[config.mk]
export PLATFORM = sky130hd
export DESIGN_NAME = mem_access_unit
export DESIGN_NICKNAME = d
export VERILOG_FILES = /design/src/rtl/mem_stage_pkg.sv /design/src/rtl/mem_req_fsm.sv /design/src/rtl/mem_access_unit.sv
export SDC_FILE = /design/constraint.sdc
export NUM_CORES = 1
export LEC_CHECK = 0
export CORE_UTILIZATION = 39
export DETAILED_ROUTE_END_ITERATION = 10
export PLACE_DENSITY = 0.81
export SLEW_MARGIN = 20
export SYNTH_ARGS = -nofsm -noshare
export SYNTH_HDL_FRONTEND = slang
export SYNTH_SLANG_ARGS = --single-unit
[constraint.sdc]
create_clock -name clk -period 3.8 [get_ports clk]
set_input_delay 0.38 -clock clk [delete_from_list [all_inputs] [get_ports clk]]
set_output_delay 0.38 -clock clk [all_outputs]
set_load 0.01 [all_outputs]
[src/rtl/mem_stage_pkg.sv]
// Shared types and widths for the memory pipeline stage.
package mem_stage_pkg;

    localparam int unsigned ADDR_W = 22;
    localparam int unsigned DATA_W = 32;
    localparam int unsigned REG_W  = 5;

    typedef enum logic {
        IDLE = 1'b0,
        WAIT = 1'b1
    } mem_state_e;

    // Request payload presented on the data-memory port.
    typedef struct packed {
        logic              we;
        logic [ADDR_W-1:0] addr;
        logic [DATA_W-1:0] wdata;
    } dm_req_t;

endpackage

[src/rtl/mem_req_fsm.sv]
// Data-memory request handshake: issues one request per access, holds it
// stable until acknowledged, and remembers whether the access was flushed.
module mem_req_fsm
    import mem_stage_pkg::*;
(
    input  logic    clk,
    input  logic    rst_n,
    input  logic    access_i,
    input  logic    flush_i,
    input  logic    dm_ack_i,
    input  dm_req_t req_i,
    output logic    dm_req_o,
    output dm_req_t bus_o,
    output logic    stall_c_o,
    output logic    done_c_o,
    output logic    kill_o
);

    mem_state_e state_q, state_d;
    logic       dm_req_q, dm_req_d;
    dm_req_t    bus_q, bus_d;
    logic       kill_q, kill_d;
    logic       stall_c;

    // State and request registers; reset drops the request immediately.
    always_ff @(posedge clk or negedge rst_n) begin
        if (!rst_n) begin
            state_q  <= IDLE;
            dm_req_q <= 1'b0;
            bus_q    <= '0;
            kill_q   <= 1'b0;
        end else begin
            state_q  <= state_d;
            dm_req_q <= dm_req_d;
            bus_q    <= bus_d;
            kill_q   <= kill_d;
        end
    end

    // Next-state, request capture and stall/done generation.
    always_comb begin
        state_d  = state_q;
        dm_req_d = dm_req_q;
        bus_d    = bus_q;
        kill_d   = kill_q;
        stall_c  = 1'b0;
        done_c_o = 1'b0;
        case (state_q)
            IDLE: begin
                if (access_i) begin
                    stall_c  = 1'b1;
                    state_d  = WAIT;
                    dm_req_d = 1'b1;
                    bus_d    = req_i;
                    kill_d   = flush_i;
                end
            end
            WAIT: begin
                kill_d = kill_q | flush_i;
                if (dm_ack_i) begin
                    done_c_o = 1'b1;
                    state_d  = IDLE;
                    dm_req_d = 1'b0;
                    kill_d   = 1'b0;
                end else begin
                    stall_c = 1'b1;
                end
            end
            default: state_d = IDLE;
        endcase
    end

    // A stall requested while reset is asserted would freeze the pipeline, so mask it.
    assign stall_c_o = stall_c & rst_n;
    assign dm_req_o  = dm_req_q;
    assign bus_o     = bus_q;
    assign kill_o    = kill_q;

endmodule

[src/rtl/mem_access_unit.sv]
// Memory stage: drives the data-memory handshake, stalls the pipeline while
// an access is outstanding and registers the write-back result.
// Optional sprite result path enabled by defining MEM_SPRITE_PATH_EN.
module mem_access_unit
    import mem_stage_pkg::*;
(
    input  logic              clk,
    input  logic              rst_n,
    input  logic              MEM_re,
    input  logic              MEM_we,
    input  logic              MEM_mem_ALU_select,
    input  logic              MEM_use_sprite_mem,
    input  logic              MEM_use_dst_reg,
    input  logic              MEM_hlt,
    input  logic [REG_W-1:0]  MEM_dst_reg,
    input  logic [ADDR_W-1:0] MEM_addr,
    input  logic [DATA_W-1:0] MEM_data,
    input  logic [DATA_W-1:0] MEM_ALU_result,
    input  logic [DATA_W-1:0] MEM_sprite_data,
    input  logic              flush,
    output logic              dm_req,
    output logic              dm_we,
    output logic [ADDR_W-1:0] dm_addr,
    output logic [DATA_W-1:0] dm_wdata,
    input  logic              dm_ack,
    input  logic [DATA_W-1:0] dm_rdata,
    output logic              mem_stall,
    output logic              WB_valid,
    output logic [DATA_W-1:0] WB_result,
    output logic [REG_W-1:0]  WB_dst_reg,
    output logic              WB_use_dst_reg,
    output logic              WB_hlt
);

    logic              access_c;
    logic              stall_c;
    logic              done_c;
    logic              kill;
    dm_req_t           req_c;
    dm_req_t           bus;

    logic              wb_valid_q, wb_valid_d;
    logic [DATA_W-1:0] wb_result_q, wb_result_d;
    logic [REG_W-1:0]  wb_dst_q, wb_dst_d;
    logic              wb_use_q, wb_use_d;
    logic              wb_hlt_q, wb_hlt_d;
    logic              kill_c;

    // Once halted, no further accesses are started.
    assign access_c = (MEM_re | MEM_we) & ~wb_hlt_q;
    assign req_c    = '{we: MEM_we, addr: MEM_addr, wdata: MEM_data};

    mem_req_fsm u_req_fsm (
        .clk      (clk),
        .rst_n    (rst_n),
        .access_i (access_c),
        .flush_i  (flush),
        .dm_ack_i (dm_ack),
        .req_i    (req_c),
        .dm_req_o (dm_req),
        .bus_o    (bus),
        .stall_c_o(stall_c),
        .done_c_o (done_c),
        .kill_o   (kill)
    );

    assign dm_we     = bus.we;
    assign dm_addr   = bus.addr;
    assign dm_wdata  = bus.wdata;
    assign mem_stall = stall_c;

`ifndef MEM_SPRITE_PATH_EN
    logic unused_sprite;
    assign unused_sprite = ^{MEM_use_sprite_mem, MEM_sprite_data};
`endif

    // Result select and write-back qualification for the completing instruction.
    always_comb begin
        kill_c      = kill | flush;
        wb_valid_d  = ~kill_c & ~wb_hlt_q;
        wb_use_d    = MEM_use_dst_reg & wb_valid_d;
        wb_hlt_d    = wb_hlt_q | (MEM_hlt & ~kill_c);
        wb_dst_d    = MEM_dst_reg;
        wb_result_d = MEM_ALU_result;
        // A combined read/write is a store, so no read data is taken.
        if (done_c && MEM_mem_ALU_select && !MEM_we) begin
            wb_result_d = dm_rdata;
        end
`ifdef MEM_SPRITE_PATH_EN
        else if (MEM_use_sprite_mem) begin
            wb_result_d = MEM_sprite_data;
        end
`endif
    end

    // Write-back registers advance only when the stage is not stalled.
    always_ff @(posedge clk or negedge rst_n) begin
        if (!rst_n) begin
            wb_valid_q  <= 1'b0;
            wb_result_q <= '0;
            wb_dst_q    <= '0;
            wb_use_q    <= 1'b0;
            wb_hlt_q    <= 1'b0;
        end else if (!stall_c) begin
            wb_valid_q  <= wb_valid_d;
            wb_result_q <= wb_result_d;
            wb_dst_q    <= wb_dst_d;
            wb_use_q    <= wb_use_d;
            wb_hlt_q    <= wb_hlt_d;
        end
    end

    assign WB_valid       = wb_valid_q;
    assign WB_result      = wb_result_q;
    assign WB_dst_reg     = wb_dst_q;
    assign WB_use_dst_reg = wb_use_q;
    assign WB_hlt         = wb_hlt_q;

endmodule
After elaboration in Yosys (flattened, before gate mapping)
Index checks and enable logic that the tools add are counted.

Register bits after elaboration: 98. Input bits: 165. Output and inout bits: 97. Logic and storage cells: 41.

Eq/ne operators: 2. Muxes and demuxes: 12. Bitwise logic cells: 11. Reduce and logical (&&, ||, !) cells: 5.

Operators with widths (number): $mux W32 (1); $mux W1 (8); $pmux W1 S2 (3); $and A1 B1 Y1 (5); $ne A2 B2 Y1 const B (2); $reduce_and A2 Y1 (2); $not A1 Y1 (3); $or A1 B1 Y1 (3); $logic_and A1 B1 Y1 (2); $logic_not A1 Y1 (1).

Logic depth before layout (Yosys ltp)
Word-level depth: 5. Gate-level depth with buffers: 5. Gate-level depth less buffers: 4.

Modules after synthesis
Synthesis repeated with hierarchy kept, for this count alone.

Cells, all modules: 329. Area total of the unflattened synthesis: 4561.9 um^2.

By module, submodules not included: mem_req_fsm (times used 1, cells an instance 130, area an instance 2439.8 um^2, sequential area each 1451.4 um^2); mem_access_unit (times used 1, cells an instance 199, area an instance 2122.0 um^2, sequential area each 1001.0 um^2).

Worst setup path before layout
OpenSTA, ideal clock, no wires.

Kind: input-to-output. Start point: input port MEM_we. End point: output port mem_stall. Arrival time: 1.187 ns. Data required time: 3.420 ns. Slack: 2.233 ns. Cell stages on the path: 5. Path buffers: 1. Cell sequence: nor2_1 -> nor3_1 -> o21ai_1 -> buf_2 -> inv_1.

Word-level cells in the longest chain between the ends: 5.

RTL lines: from (decl) (RTL line mem_access_unit.sv:10) `input logic MEM_we,`; $or A1 B1 Y1 (RTL line mem_access_unit.sv:50) `assign access_c = (MEM_re | MEM_we) & ~wb_hlt_q;`; $and A1 B1 Y1 (RTL line mem_access_unit.sv:50); $mux W1 (RTL line mem_req_fsm.sv:50) `if (access_i) begin`; $pmux W1 S2 (RTL line mem_req_fsm.sv:48) `case (state_q)`; $and A1 B1 Y1 (RTL line mem_req_fsm.sv:74) `assign stall_c_o = stall_c & rst_n;`; to (decl) (RTL line mem_access_unit.sv:27) `output logic mem_stall,`.

Every way passes these cells.

Final worst setup path
Ends and elaborated chain as after synthesis.

==> metrics.csv <==
metric;value;unit
status;completed;
syn_nets;421;
final_cell_mix;clkdlybuf4s50_1, dfrtp_1, mux2_2;
gp_congestion;0.687;
hold_class;input port to asynchronous set/reset pin;
syn-instance-count;256;
synth_seq_cells;98;
insertion_delay;340;ps
placed_cells;607;
h-tree-depth;3;
io_buffer_count;228;
cpPeakStageDelay;550;ps
n_antenna_cell;0;
synth_top_area_share;60.1;%
antenna_found_initial;0;
cpMostUsedCell;clkdlybuf4s50_1;
drc;0;
syn_area;0.00408;sq mm
fin_skew;4.43;ps
final-setup-viol-count;0;
grt_pass1_vias;3288;
final_cells;620;
path_delay_family;buffers and inverters;
rsz0062_at_grt;no;
tightest_slew;667;ps
crit_path_end_kind;primary output;
nets;650;
grt_pass1_wl;16300;um
routed_wl;9980;um
core_area;0.00995;sq mm
cp_data_required_time;3420;ps
gr-total-overflow;0;
finalCriticalPeriod;2310;ps
yosysWarnings;0;
grt.total_usage;19.1;%
slew_viol_final;0;
pin_count;262;
vias;2896;
area_growth;62.0;%
timing.critical_path.buf_inv;3;
cp_slowest_cell;clkdlybuf4s50_1;
vias_per_cell;4.67;
drt_iter0_markers;99;
crit_chain;clkdlybuf4s50_1 -> nor2_1 -> nor3_2 -> o21ai_4 -> inv_1 -> clkdlybuf4s50_1;
fp.dieArea;0.0109;sq mm
power.total;3.38;mW
synth_top_area_cell;dfrtp_1;
relSlewSlack;55.5;%
ir_worst_vdd;0.376;mV
largest_reg_flops;55;
max-cap-violations;0;
wl_per_cell;16.1;um
clkSlewWorstSetupHoldPaths;80;ps
grt_max_degree;57;
worstPathArrival;1930;ps
synth_cell_type_count;19;
p_per_area;511;mW/mm^2
die-height;104;um
power.leakage;2.70;nW
synthTopCellsByArea;dfrtp_1, mux2_2, mux2_1, buf_6, buf_2;
cts_buffer_depth;2;
cts_resized;0;
numCtsBuffers;9;
cts_tree;built;
die_w;104;um
cp-start-kind;input port;
syn_area_per_cell;15.9;sq um
finalHoldViolCount;0;
final_layout_size_suffix_gt1_share;23.4;%
dp_hpwl;7660;um
fp-row-count;36;
ant_nets;0;
setup_tns;0;ps
crit_fanout;3;
root_buffer;clkbuf_8;
final_cell_area;0.00661;sq mm
path_class;input port to primary output;
fmax;0.433;GHz
postCtsHoldBufs;0;
placedInstanceArea;0.00647;sq mm
postCtsSetupRepairBufs;0;
drt-pass1-iter-count;4;
layout_commonest_cell;clkdlybuf4s50_1;
cts_sinks;98;
initial_core_util;41.0;%
yosysSeqAreaShare;60.1;%
fin_crit_sh;60.8;%
[cell families (layout without fill, tap and decap cells)]
logic type	count (synthesis)	count (layout)	synth area share [%]
multiplexers	126	126	34.7
flip-flops	98	98	60.1
buffers and inverters	16	247	2.57
AND/OR/NAND/NOR	10	10	1.59
AO/OA/AOI/OAI	6	6	1.04
[worst reg2reg max path, delay by kind of cell, from the launching register on]
| family | cells | cell delay (ps) |
|---|---|---|
| buffers and inverters | 1 | 590 |
| DFF | 1 | 470 |
| and+or+nand+nor | 1 | 310 |
| muxes | 1 | 450 |
[Yosys cell counts, drive strengths merged]
cell type    n
o21ai        1
nand4b       1
or2          1
buf         13
inv          3
nor2b        1
mux2       125
dfrtp       98
nor2         4
a211oi       2
mux2i        1
a31o         1
o21a         1
nor3         2
nand2        1
o22ai        1
[metal layers]
layer | vias up | global-route usage (%) | routed length, um
li1 | 1363 | - | -
met1 | 1388 | 21.1 | 3760
met2 | 134 | 33.4 | 5070
met3 | 11 | 6.89 | 1010
met4 | 0 | 6.84 | 140
met5 | - | 0 | 0
[layout make-up]
class                   instances  area [sq um]
clock inverters                 1          5.00
well taps                     133           166
inverters                       3          11.3
clock buffers                  12           135
repair buffers                231          2300
fillers                       771          3340
flip-flops and latches         98          2450
multi-input cells             142          1540
[where the power goes]
| group | total, mW | internal (mW) | switching [mW] |
|---|---|---|---|
| sequential | 1.52 | 1.36 | 0.156 |
| clock | 0.549 | 0.228 | 0.321 |
| combinational | 1.31 | 0.878 | 0.431 |
[per-stage QoR]
step / hold slack, ps / util (%) / setup WS (ps)
floorplan: 84.4 / - / 2230
global placement: 427 / 65.0 / 1410
detailed placement: 435 / 65.0 / 1360
CTS: 50.0 / 66.4 / 1470
global route: 65.1 / 66.4 / 1390
finish: 30.5 / 66.4 / 1490
[path summary, 6_finish.rpt]
path / slack (ps) / end / start / cells past startpoint
setup / recovery: 1490 / mem_stall / MEM_we / 6
hold / removal: 30 / WB_result[2] / rst_n / 1
hold reg to reg: 510 / WB_result[2] / WB_result[2] / 1
min in group clk: 510 / WB_result[2] / WB_result[2] / 1
max in group asynchronous: 2660 / u_req_fsm.bus_o[51] / rst_n / 2
setup reg to reg: 1860 / u_req_fsm.bus_o[32] / u_req_fsm.state_q / 3
(Power assumes the default switching activity.)
